--- config.mk ---
export PLATFORM = sky130hd
export DESIGN_NAME = corefifo_ext_mem_ctrl
export DESIGN_NICKNAME = d
export VERILOG_FILES = /design/src/rtl/corefifo_ext_pkg.sv /design/src/rtl/corefifo_ext_rvld_pipe.sv /design/src/rtl/corefifo_ext_mem_ctrl.sv
export SDC_FILE = /design/constraint.sdc
export NUM_CORES = 1
export LEC_CHECK = 0
export BUFFER_PORTS_ARGS = -buffer_cell sky130_fd_sc_hd__buf_2
export CAP_MARGIN = 10
export CORE_MARGIN = 10
export CORE_UTILIZATION = 45
export DETAILED_ROUTE_END_ITERATION = 10
export PLACE_DENSITY = 0.8
export SYNTH_ARGS = -nofsm -noshare
export SYNTH_HDL_FRONTEND = slang
export SYNTH_SLANG_ARGS = --single-unit
--- constraint.sdc ---
create_clock -name clk -period 2.7 [get_ports clk]
set_input_delay 0.81 -clock clk [delete_from_list [all_inputs] [get_ports clk]]
set_output_delay 0.81 -clock clk [all_outputs]
set_load 0.03 [all_outputs]
--- src/rtl/corefifo_ext_pkg.sv ---
// corefifo_ext_pkg: shared constants and helpers for the COREFIFO
// external-memory controller (legal read-latency range, reset values,
// occupancy update rule).
package corefifo_ext_pkg;

  // Legal external RAM read latency, in cycles
  localparam int PIPE_MIN = 1;
  localparam int PIPE_MAX = 2;

  // Flag values held while reset is asserted
  localparam logic RST_EMPTY  = 1'b1;
  localparam logic RST_FULL   = 1'b0;
  localparam logic RST_AEMPTY = 1'b1;
  localparam logic RST_AFULL  = 1'b0;
  localparam logic RST_OVF    = 1'b0;
  localparam logic RST_UNF    = 1'b0;

  // Occupancy after one edge: +1 on write-only, -1 on read-only,
  // unchanged when both or neither are accepted
  function automatic logic [31:0] next_count(input logic [31:0] cur,
                                             input logic        wr_acc,
                                             input logic        rd_acc);
    logic [31:0] nxt;
    nxt = cur;
    if (wr_acc && !rd_acc) begin
      nxt = cur + 32'd1;
    end else if (rd_acc && !wr_acc) begin
      nxt = cur - 32'd1;
    end
    return nxt;
  endfunction

endpackage

--- src/rtl/corefifo_ext_rvld_pipe.sv ---
// corefifo_ext_rvld_pipe: PIPE-deep shift register that delays the
// accepted-read strobe to line up with the RAM's registered output.
// The asynchronous clear drops any reads still in flight.
module corefifo_ext_rvld_pipe
  import corefifo_ext_pkg::*;
#(
  parameter int PIPE = 1
) (
  input  logic clk,
  input  logic rst,
  input  logic in_vld,
  output logic out_vld
);

  logic [PIPE-1:0] sr_q;
  logic [PIPE-1:0] sr_d;

  // Shift the new strobe in at bit 0; the oldest one leaves at the top
  always_comb begin
    sr_d = (sr_q << 1) | PIPE'(in_vld);
  end

  // Valid pipeline register, cleared immediately by reset
  always_ff @(posedge clk or posedge rst) begin
    if (rst) begin
      sr_q <= '0;
    end else begin
      sr_q <= sr_d;
    end
  end

  assign out_vld = sr_q[PIPE-1];

endmodule

--- src/rtl/corefifo_ext_mem_ctrl.sv ---
// corefifo_ext_mem_ctrl: single-clock FIFO controller for an external
// dual-port RAM. Owns pointers and occupancy, drives the RAM strobes and
// aligns registered read data with rd_valid.
// Optional feature: define COREFIFO_EXT_CTRL_THRESH_EN to add the
// registered afull/aempty outputs.
module corefifo_ext_mem_ctrl
  import corefifo_ext_pkg::*;
#(
  parameter int WIDTH     = 18,
  parameter int AW        = 10,
  parameter int PIPE      = 1,
  parameter int AFULL_TH  = 1020,
  parameter int AEMPTY_TH = 4
) (
  input  logic             clk,
  input  logic             rst,
  input  logic             wr_en,
  input  logic [WIDTH-1:0] wr_data,
  input  logic             rd_en,
  output logic [WIDTH-1:0] rd_data,
  output logic             rd_valid,
  output logic             full,
  output logic             empty,
  output logic [AW:0]      count,
  output logic             overflow,
  output logic             underflow,
  output logic             mem_we,
  output logic [AW-1:0]    mem_waddr,
  output logic [WIDTH-1:0] mem_wdata,
  output logic             mem_re,
  output logic [AW-1:0]    mem_raddr,
  input  logic [WIDTH-1:0] mem_q
`ifdef COREFIFO_EXT_CTRL_THRESH_EN
  ,
  output logic             afull,
  output logic             aempty
`endif
);

  localparam int CW    = AW + 1;
  localparam int DEPTH = 1 << AW;

  // Reject unsupported configurations at elaboration time
  if (PIPE < PIPE_MIN || PIPE > PIPE_MAX || AFULL_TH > DEPTH || AEMPTY_TH < 0) begin : g_cfg_err
    $error("corefifo_ext_mem_ctrl: illegal PIPE or threshold parameter");
  end

  logic [AW-1:0] wptr_q, wptr_d;
  logic [AW-1:0] rptr_q, rptr_d;
  logic [CW-1:0] count_q, count_d;
  logic          full_q, full_d;
  logic          empty_q, empty_d;
  logic          ovf_q, ovf_d;
  logic          unf_q, unf_d;
  logic          wr_acc;
  logic          rd_acc;

  // Accept decisions come from the registered flags, so a full FIFO still
  // serves a read and an empty FIFO still takes a write in the same cycle
  always_comb begin
    wr_acc = wr_en && !full_q;
    rd_acc = rd_en && !empty_q;
  end

  // Pointer, occupancy and flag next-state; pointers wrap naturally
  always_comb begin
    wptr_d  = wptr_q;
    rptr_d  = rptr_q;
    if (wr_acc) begin
      wptr_d = wptr_q + AW'(1);
    end
    if (rd_acc) begin
      rptr_d = rptr_q + AW'(1);
    end
    count_d = CW'(next_count(32'(count_q), wr_acc, rd_acc));
    full_d  = (count_d == CW'(DEPTH));
    empty_d = (count_d == '0);
    ovf_d   = wr_en && !wr_acc;
    unf_d   = rd_en && !rd_acc;
  end

  // Controller state registers
  always_ff @(posedge clk or posedge rst) begin
    if (rst) begin
      wptr_q  <= '0;
      rptr_q  <= '0;
      count_q <= '0;
      full_q  <= RST_FULL;
      empty_q <= RST_EMPTY;
      ovf_q   <= RST_OVF;
      unf_q   <= RST_UNF;
    end else begin
      wptr_q  <= wptr_d;
      rptr_q  <= rptr_d;
      count_q <= count_d;
      full_q  <= full_d;
      empty_q <= empty_d;
      ovf_q   <= ovf_d;
      unf_q   <= unf_d;
    end
  end

`ifdef COREFIFO_EXT_CTRL_THRESH_EN
  logic afull_q, afull_d;
  logic aempty_q, aempty_d;

  // Thresholds evaluated on the next-state count so they move with count
  always_comb begin
    afull_d  = (count_d >= CW'(AFULL_TH));
    aempty_d = (count_d <= CW'(AEMPTY_TH));
  end

  // Threshold flag registers
  always_ff @(posedge clk or posedge rst) begin
    if (rst) begin
      afull_q  <= RST_AFULL;
      aempty_q <= RST_AEMPTY;
    end else begin
      afull_q  <= afull_d;
      aempty_q <= aempty_d;
    end
  end

  assign afull  = afull_q;
  assign aempty = aempty_q;
`endif

  // Delay the accepted read by the RAM latency to flag rd_data
  corefifo_ext_rvld_pipe #(
    .PIPE (PIPE)
  ) u_rvld_pipe (
    .clk     (clk),
    .rst     (rst),
    .in_vld  (rd_acc),
    .out_vld (rd_valid)
  );

  assign mem_we    = wr_acc && !rst;
  assign mem_waddr = wptr_q;
  assign mem_wdata = wr_data;
  assign mem_re    = rd_acc && !rst;
  assign mem_raddr = rptr_q;
  assign rd_data   = mem_q;

  assign count     = count_q;
  assign full      = full_q;
  assign empty     = empty_q;
  assign overflow  = ovf_q;
  assign underflow = unf_q;

endmodule

==> metrics.md, run 1 <==
| Metric | Value |
|---|---|
| Drt drc | `0` |
| Synth cell types | `44` |
| # rows | `25` |
| Worst R2R Path Depth | `7` |
| Final Cycle Share | `86.6%` |
| Largest net degree at the start of global routing | `26` |
| Slowest stage cell, crit path | `nand2b_1` |
| Slew Viols, Final | `0` |
| Worst Slack Setup Final | `363 ps` |
| Vias per cell | `5.29` |
| Most used cell, CP | `buf_2` |
| Horiz. Die Dim | `89.0 µm` |
| CTS max path bufs | `2` |
| Total negative slack | `0 ps` |
| Synth area leader | `dfrtp_1` |
| Mapped Nets | `251` |
| Post-layout minimum cycle time | `2340 ps` |
| FF-to-FF End | `empty` |
| GRT Resource Usage Total | `11.8%` |
| Met2 Track Usage GR | `18.4%` |
| Post-synthesis register bit count | `36` |
| GR Util met3 | `5.29%` |
| WP data required | `1890 ps` |
| Total Power | `2.59 mW` |
| Final GP Congestion | `0.923` |
| Area Overhead vs Synth | `4.85%` |
| Crit path buffers/inverters | `2` |
| Min-delay worst type | `register to register` |
| Synth Area in Adders | `2.34%` |
| Synth Area in XOR/XNOR | `10.6%` |
| Worst endpoint data arrival time | `1530 ps` |
| Hold path depth | `1` |
| Top Ports | `114` |
| CP Cell Sequence | `buf_2 -> nand2b_1 -> nor2_1 -> buf_2` |
| Leak | `1.07 nW` |
| Mux share of post-synthesis cell area | `0%` |
| Clk_lat worst skew | `290 ps` |
| Die Ht | `89.0 µm` |
| Core box area | `4660 µm²` |
| Top_reg_cell synth | `dfrtp_1` |
| Grt ovf | `0` |
| Num CTS Buffers | `5` |
| Routed Antenna Nets | `0` |
| Max-slew headroom | `67.0%` |
| Design area | `2250 µm²` |
| FILL cells | `430` |
| Mapped cell area | `2140 µm²` |
| WL/cell | `16.1 µm` |
| Initial Util | `46.0%` |
| RSZ-0062 raised after global routing | `no` |
| Power density cells | `1150 nW/µm²` |
| FF-to-FF Start | `empty` |
| First-pass GRT wire length | `7140 µm` |
| Via count | `1,429` |
| Clk_skew | `6.78 ps` |
| Synth async-reset ratio | `100%` |
| Number of diodes | `0` |
| Die area | `7920 µm²` |
| Compound-Gate Fraction of Synth Area | `5.08%` |
| Peak supply drop | `0.000613 V` |
| DP Area | `2120 µm²` |
| PostCTS Resize Cnt | `0` |
| Final hold vios | `0` |
| Dpl ws | `173 ps` |
| R2R setup slack | `520 ps` |
| CP endpoint kind | `output port` |
| Hpwl dp | `3300 µm` |
| Cts hold-fix bufs | `0` |
| Reg clk slew, reported paths | `70 ps` |
| Clock Tree Root | `clkbuf_8` |
| Crit path largest cell delay | `250 ps` |
| Top cells by area, synth | `dfrtp_1 41%, buf_4 13%, xnor2_1 8.2%` |
| CTS sink cnt | `36` |
| Setup violators final | `0` |
| Simple-gate share of the synthesized area | `24.3%` |
| Worst path top cell family by delay | `simple AND/OR/NAND/NOR gates` |
| Yosys warns | `0` |
| 1st-iter DRT viols | `58` |
| # nets final | `259` |
| CTS H-Tree Depth | `2` |
| Setup Fix Bufs, Post-CTS | `0` |
| Status | `completed` |
| WHS Endpoint | `mem_raddr[9]` |
| Mean post-synth cell area | `10.4 µm²` |
| Largest family of logic cells by synthesized area | `simple AND/OR/NAND/NOR gates` |
| Slew @ Worst Pin | `495 ps` |
| Setup CP Type | `input port to output port` |
| Port bufs | `41` |
| Seq/Total Area, Yosys | `42.1%` |
| Max Clk Rate | `428 MHz` |
| Hold slack final | `468 ps` |
| WL final | `4340 µm` |
| Number of global-route vias before repair | `1,479` |
| Post-synth EDFFs | `0` |
| Post-synth top area share | `40.9%` |
| Startpoint types | `input port` |
| Hold Crit Start | `mem_raddr[9]` |
| Max Cap Viol | `0` |
| GRT busiest layer | `met2` |
| Maximum fanout along the worst path | `9` |
| Drt pass-1 iters | `4` |
| Syn Inst Count | `207` |
| Layout cells sized above 1 | `32.4%` |
| Antenna violations before repair | `0` |
| Met1 usage | `13.5%` |
| CTS tree | `built` |
[sequential cells by signal, indices dropped and copies added, names as in the netlist]
register / flops
u_rvld_pipe.out_vld: 1
full: 1
overflow: 1
mem_waddr: 10
count: 11
underflow: 1
mem_raddr: 10
empty: 1
[placed cells by master, fill, tap and decap left out, drive strengths merged, types with 4 or more instances in the layout]
| cell type | n |
|---|---|
| and2 | 7 |
| and3 | 7 |
| buf | 42 |
| clkbuf | 7 |
| dfrtp | 35 |
| ha | 4 |
| inv | 5 |
| nand2 | 15 |
| nand3 | 6 |
| nand4 | 9 |
| nor2 | 16 |
| nor3 | 4 |
| nor4 | 4 |
| or3 | 4 |
| xnor2 | 21 |
| xor2 | 4 |
[metal layers]
metal  routed length (µm)  vias up
met2                 2030       49
li1                     -      682
met1                 1810      687
met3                  412       11
met4                   93        0
met5                    0        -
[area by class of cell]
| cell class | instances | area, µm² | share of cell area (%) |
|---|---|---|---|
| multi-input combinational | 125 | 907 | 40.4 |
| sequential | 36 | 902 | 40.1 |
| timing repair buffer | 42 | 225 | 10.0 |
| clock buffer | 7 | 96.3 | 4.29 |
| tap | 54 | 67.6 | 3.01 |
| clock inverter | 1 | 30.0 | 1.34 |
| inverter | 5 | 18.8 | 0.835 |
[worst reg2reg max path: stages, from the launching register on]
cell	delay, ps
dfstp_2	540
nand2b_4	240
inv_2	150
or4_1	480
o311a_2	150
a21oi_1	130
nand4bb_1	160
nor4_2	240
[where the power goes]
part	internal [mW]	switching (mW)
logic	0.387	0.704
clock network	0.326	0.191
registers	0.716	0.269
total	1.43	1.17
[synth_stat cells, types with 3 or more instances]
cell	number
and2_1	5
nand3_1	6
and3_1	5
o21ai_0	3
ha_1	4
nand4_1	9
dfrtp_1	35
nor3_1	3
buf_4	37
xnor2_1	20
xor2_1	4
or3_1	3
inv_1	4
nand2_1	15
buf_6	3
nor2_1	15
[how the worst max path moves through the flow]
stage	from	end	slack [ps]	depth (start not counted)
3_3_place_gp	rd_en	empty	240	8
3_5_place_dp	rd_en	empty	170	8
2_1_floorplan	rd_en	mem_re	460	3
5_1_grt	wr_en	mem_we	230	4
4_1_cts	wr_en	mem_we	360	4
6_report	wr_en	mem_we	360	4
[metrics by stage]
step                      util, %  std cells
after CTS                    48.2        270
after detailed placement     45.5        262
after global routing         48.2        270
final                        48.2        270
after global placement       45.5        262
after floorplan                 -        207
[cell families (layout without fill, tap and decap cells)]
family | after synthesis | count (layout)
buffers and inverters | 46 | 55
and+or+nand+nor | 82 | 82
DFF | 36 | 36
adders and majority gates | 4 | 4
AOI/OAI and AO/OA | 14 | 14
xor gates and xnor gates | 25 | 25
(Power assumes the default switching activity.)
==> run 2, diff against run 1 <==
- CORE_UTILIZATION: 45 -> 41
- PLACE_DENSITY: 0.8 -> 0.77
- clock period: 2.7 -> 2 ns (I/O delays scaled with it)
==> run 2 against run 1 <==
Net effect: the run now ends with negative setup slack left; sequential cell count stayed put; combinational power is 72% higher; sequential power is 29% higher; largest power group unchanged.
==> metrics.md, run 2 (synthesis gave the netlist of run 1 again) <==
| Metric | Value |
|---|---|
| Metal2 WL | `2320 µm` |
| Max Clk Rate | `495 MHz` |
| DP Area | `2290 µm²` |
| Met1 WL | `1950 µm` |
| CP endpoint kind | `register` |
| Placed insts | `297` |
| FILL cells | `474` |
| Highest metal used | `met4` |
| Core box area | `5070 µm²` |
| Via count | `1,550` |
| Register Area | `905 µm²` |
| Total negative slack | `-18.3 ps` |
| Startpoint types | `register` |
| Max reg flops | `11` |
| Clk_lat worst skew | `280 ps` |
| Power density cells | `1480 nW/µm²` |
| Maximum fanout along the worst path | `5` |
| Reg clk slew, reported paths | `70 ps` |
| Layout cells sized above 1 | `45.2%` |
| RSZ-0062 raised after global routing | `yes` |
| Die Ht | `92.3 µm` |
| Min-delay worst type | `input port to asynchronous set/reset pin` |
| Failing checks | `negative setup slack` |
| Horiz. Die Dim | `92.3 µm` |
| # rows | `26` |
| WL/cell | `15.4 µm` |
| FF-to-FF Start | `count[0]` |
| Final Cycle Share | `101%` |
| Vias per cell | `4.98` |
| Max Cap Viol | `0` |
| Drt pass-1 iters | `4` |
| Clk_skew | `5.63 ps` |
| Leak | `1.18 nW` |
| Area Overhead vs Synth | `16.2%` |
| Max-slew headroom | `70.5%` |
| Number of diodes | `0` |
| GRT Resource Usage Total | `11.1%` |
| Antenna violations before repair | `0` |
| Setup CP Type | `register to register` |
| Drt drc | `0` |
| Num CTS Buffers | `5` |
| Hpwl dp | `3600 µm` |
| Crit path launch | `count[0]` |
| Post-layout minimum cycle time | `2020 ps` |
| Cell Count, Final, Fillers Out | `311` |
| Slew @ Worst Pin | `443 ps` |
| CTS sink cnt | `36` |
| # nets final | `284` |
| Commonest non-fill, non-tap cells in the layout | `40 x buf_2, 33 x dfrtp_1, 25 x buf_4, 19 x xnor2_1` |
| Commonest non-fill, non-tap cell in the layout | `buf_2` |
| Final hold vios | `0` |
| Dpl ws | `-140 ps` |
| Peak supply drop | `0.000606 V` |
| Design area | `2490 µm²` |
| Clock Tree Root | `clkbuf_8` |
| CTS tree | `built` |
| Grt ovf | `0` |
| WL final | `4780 µm` |
| Routed Antenna Nets | `0` |
| Die area | `8520 µm²` |
| Largest net degree at the start of global routing | `37` |
| Final GP Congestion | `0.881` |
| Top Ports | `114` |
| WP data required | `2200 ps` |
| Status | `finished with violations` |
| CTS max path bufs | `2` |
| Slew Viols, Final | `0` |
| CTS H-Tree Depth | `2` |
| First-pass GRT wire length | `7760 µm` |
| Setup violators final | `1` |
| Hold slack final | `421 ps` |
| Number of global-route vias before repair | `1,590` |
| 1st-iter DRT viols | `77` |
| Initial Util | `42.2%` |
| Multi-input logic area | `980 µm²` |
| Worst Slack Setup Final | `-18.3 ps` |
| Metal3 WL | `459 µm` |
| Worst endpoint data arrival time | `2210 ps` |
| Port bufs | `41` |
run 2: cell types whose count changed in the layout (fill, tap and decap cells not counted), sizes merged:
cell / before / now
buf: 42 / 67
bufinv: 1 / 0
clkbuf: 7 / 8
run 2: through the flow:
stage               utilization [%]  power (mW)
CTS                            47.3        3.59
floorplan                         -        2.54
finish                         49.1        3.68
global route                   49.1        3.93
global placement               45.0        2.98
detailed placement             45.0        3.02
run 2: timing repair:
item                       CTS  global route
buffers inserted             0             6
pin swaps                    3             5
resized for setup            7            13
setup endpoints to repair    3             4
hold buffers                 0             0
run 2: per-layer routing:
layer | global-route usage, % | vias up
li1 | - | 735
met1 | 12.6 | 752
met2 | 17.9 | 53
met3 | 5.25 | 10
met4 | 4.11 | 0
met5 | 0 | -
run 2: worst paths after layout:
check / endpoint / slack (ps) / cells after the start
max: empty / -20 / 7
min: mem_waddr[0] / 420 / 3
max reg2reg: empty / -20 / 7
min reg2reg: mem_waddr[9] / 460 / 1
max in group asynchronous: empty / 1230 / 3
min in group clk: mem_waddr[9] / 460 / 1
run 2: cell type report:
class | instances | area share, %
inverters | 5 | 0.753
well taps | 70 | 3.52
clock buffers | 8 | 3.62
flip-flops and latches | 36 | 36.3
repair buffers | 67 | 16.5
multi-input cells | 125 | 39.3
run 2: critical path: stages, from the launching register on:
cell and delay, ps:
dfrtp_2 450, ha_2 200, and2_1 190, and4_4 210, or3_4 330, a22oi_2 180, nand4bb_1 200, nor4_2 180
run 2: power by group:
part | total (mW) | internal [mW] | leakage (nW) | switching [mW]
clock | 0.527 | 0.281 | 0.0455 | 0.246
sequential | 1.27 | 0.971 | 0.454 | 0.300
combinational | 1.88 | 0.762 | 0.682 | 1.12
==> run 3, diff against run 2 <==
- ABC_AREA: not set -> 1
==> run 3 against run 2 <==
Net effect: the flow now finishes without violations; first-iteration DRC count rose by 21%; largest power group unchanged; combinational power shrank 19%; sequential share of layout area increased by 2.9 points; clock power rose by 21%; non-clock buffer count decreased by 24; setup slack improved by 120 ps.
==> metrics.md, run 3 <==
| Metric | Value |
|---|---|
| Crit path launch | `empty` |
| Die Ht | `92.6 µm` |
| WL/cell | `13.2 µm` |
| CTS sink cnt | `36` |
| Peak supply drop | `0.000475 V` |
| Synth cell types | `22` |
| Seq/Total Area, Yosys | `41.8%` |
| Worst Slack Setup Final | `103 ps` |
| Area Overhead vs Synth | `6.66%` |
| Max-slew headroom | `76.1%` |
| Final Cycle Share | `94.8%` |
| Leak | `1.25 nW` |
| GRT Resource Usage Total | `11.0%` |
| Yosys warns | `0` |
| Antenna violations before repair | `0` |
| Final hold vios | `0` |
| First-pass GRT wire length | `7790 µm` |
| Syn Inst Count | `265` |
| Clock Tree Root | `clkbuf_8` |
| Hpwl dp | `3590 µm` |
| Layout cells sized above 1 | `23.7%` |
| Initial Util | `42.3%` |
| Vias per cell | `4.63` |
| Post-synth EDFFs | `0` |
| CTS tree | `built` |
| Number of global-route vias before repair | `1,637` |
| Total negative slack | `0 ps` |
| Mean post-synth cell area | `8.15 µm²` |
| Drt pass-1 iters | `4` |
| Status | `completed` |
| WL final | `4610 µm` |
| Clk_lat worst skew | `290 ps` |
| Via count | `1,617` |
| Worst R2R Path Depth | `9` |
| Horiz. Die Dim | `92.6 µm` |
| Num CTS Buffers | `5` |
| Top Ports | `114` |
| Commonest non-fill, non-tap cell in the layout | `nand2_1` |
| Routed Antenna Nets | `0` |
| 1st-iter DRT viols | `93` |
| Setup violators final | `0` |
| Final GP Congestion | `0.943` |
| FF-to-FF End | `empty` |
| Number of diodes | `0` |
| CTS H-Tree Depth | `2` |
| Setup Fix Bufs, Post-CTS | `0` |
| Synth async-reset ratio | `100%` |
| Grt ovf | `0` |
| Max Clk Rate | `527 MHz` |
| # nets final | `322` |
| Largest net degree at the start of global routing | `21` |
| Total Power | `3.47 mW` |
| FF-to-FF Start | `full` |
| Core box area | `5110 µm²` |
| Final core utilization | `45.1%` |
| Maximum fanout along the worst path | `9` |
| Synth area leader | `dfrtp_1` |
| Slew @ Worst Pin | `357 ps` |
| Max Cap Viol | `0` |
| Setup CP Type | `register to output port` |
| Post-synth top area share | `40.6%` |
| Post-layout minimum cycle time | `1900 ps` |
| RSZ-0062 raised after global routing | `no` |
| Max reg flops | `11` |
| Min-delay worst type | `input port to asynchronous set/reset pin` |
| Post-synthesis register bit count | `36` |
| Commonest cells in the netlist | `62 x nand2_1, 36 x buf_4, 35 x dfrtp_1, 30 x inv_1, 27 x nand3_1` |
| Die area | `8570 µm²` |
| Dpl ws | `152 ps` |
| Cts hold-fix bufs | `0` |
| Worst endpoint data arrival time | `1300 ps` |
| Top cells by area, synth | `dfrtp_1 41%, buf_4 13%, nand2_1 11%` |
| Commonest non-fill, non-tap cells in the layout | `62 x nand2_1, 41 x buf_2, 35 x dfrtp_1, 30 x inv_1, 27 x nand3_1` |
| Mapped Nets | `309` |
| Clk_skew | `5.58 ps` |
| Drt drc | `0` |
| Top_reg_cell synth | `dfrtp_1` |
| Count leader, synth | `nand2_1` |
| Reg clk slew, reported paths | `80 ps` |
| Mapped cell area | `2160 µm²` |
| WP data required | `1400 ps` |
| CP endpoint kind | `output port` |
| # rows | `26` |
| Port bufs | `41` |
| PostCTS Resize Cnt | `0` |
| Slew Viols, Final | `0` |
| Startpoint types | `register` |
| CTS max path bufs | `2` |
| Power density cells | `1510 nW/µm²` |
| R2R setup slack | `320 ps` |
## run 3: critical path: stages (launching register included)
cell	delay, ps
dfstp_2	580
inv_1	80
nand2_4	130
nor2_1	50
buf_2	180
## run 3: final cells by class
cell class	count	area (µm²)
Inverter	32	120
Clock inverter	3	42.5
Tap cell	70	87.6
Fill cell	533	2800
Clock buffer	5	68.8
Multi-Input combinational cell	160	862
Sequential cell	36	902
Timing Repair Buffer	43	220
## run 3: kinds of logic (layout without fill, tap and decap cells)
| logic type | Yosys count | after routing | synth area share [%] |
|---|---|---|---|
| AND/OR/NAND/NOR | 133 | 133 | 29.1 |
| AO/OA/AOI/OAI | 5 | 5 | 1.16 |
| adder cells (fa/ha/maj) | 4 | 4 | 2.32 |
| flip-flops | 36 | 36 | 41.8 |
| XOR/XNOR | 18 | 18 | 7.30 |
| buffers and inverters | 69 | 83 | 18.3 |
## run 3: how the worst max path moves through the flow
stage	slack, ps	cells after the start	to
final	100	4	mem_re
after global placement	190	11	empty
after detailed placement	150	10	empty
after CTS	90	4	mem_re
after global routing	50	4	mem_re
after floorplan	270	3	mem_we
## run 3: through the flow
| stage | cell area, µm² | hold slack (ps) | cells |
|---|---|---|---|
| final | 2300 | 387 | 349 |
| after global placement | 2190 | 456 | 341 |
| after detailed placement | 2190 | 459 | 341 |
| after CTS | 2300 | 390 | 349 |
| after floorplan | 2160 | 570 | 265 |
| after global routing | 2300 | 414 | 349 |
## run 3: metal layers
metal	vias to the layer above	part of all wire [%]	track usage [%]	wire length, µm
met5	-	0	0	0
met4	0	0.87	3.21	40
met3	10	11	5.08	510
li1	809	-	-	-
met2	50	47	17.7	2160
met1	748	41	12.7	1900
## run 3: power breakdown
part | internal, mW | total (mW) | switching [mW]
sequential | 0.976 | 1.30 | 0.322
clock | 0.369 | 0.640 | 0.271
combinational | 0.462 | 1.53 | 1.07
total | 1.81 | 3.47 | 1.66
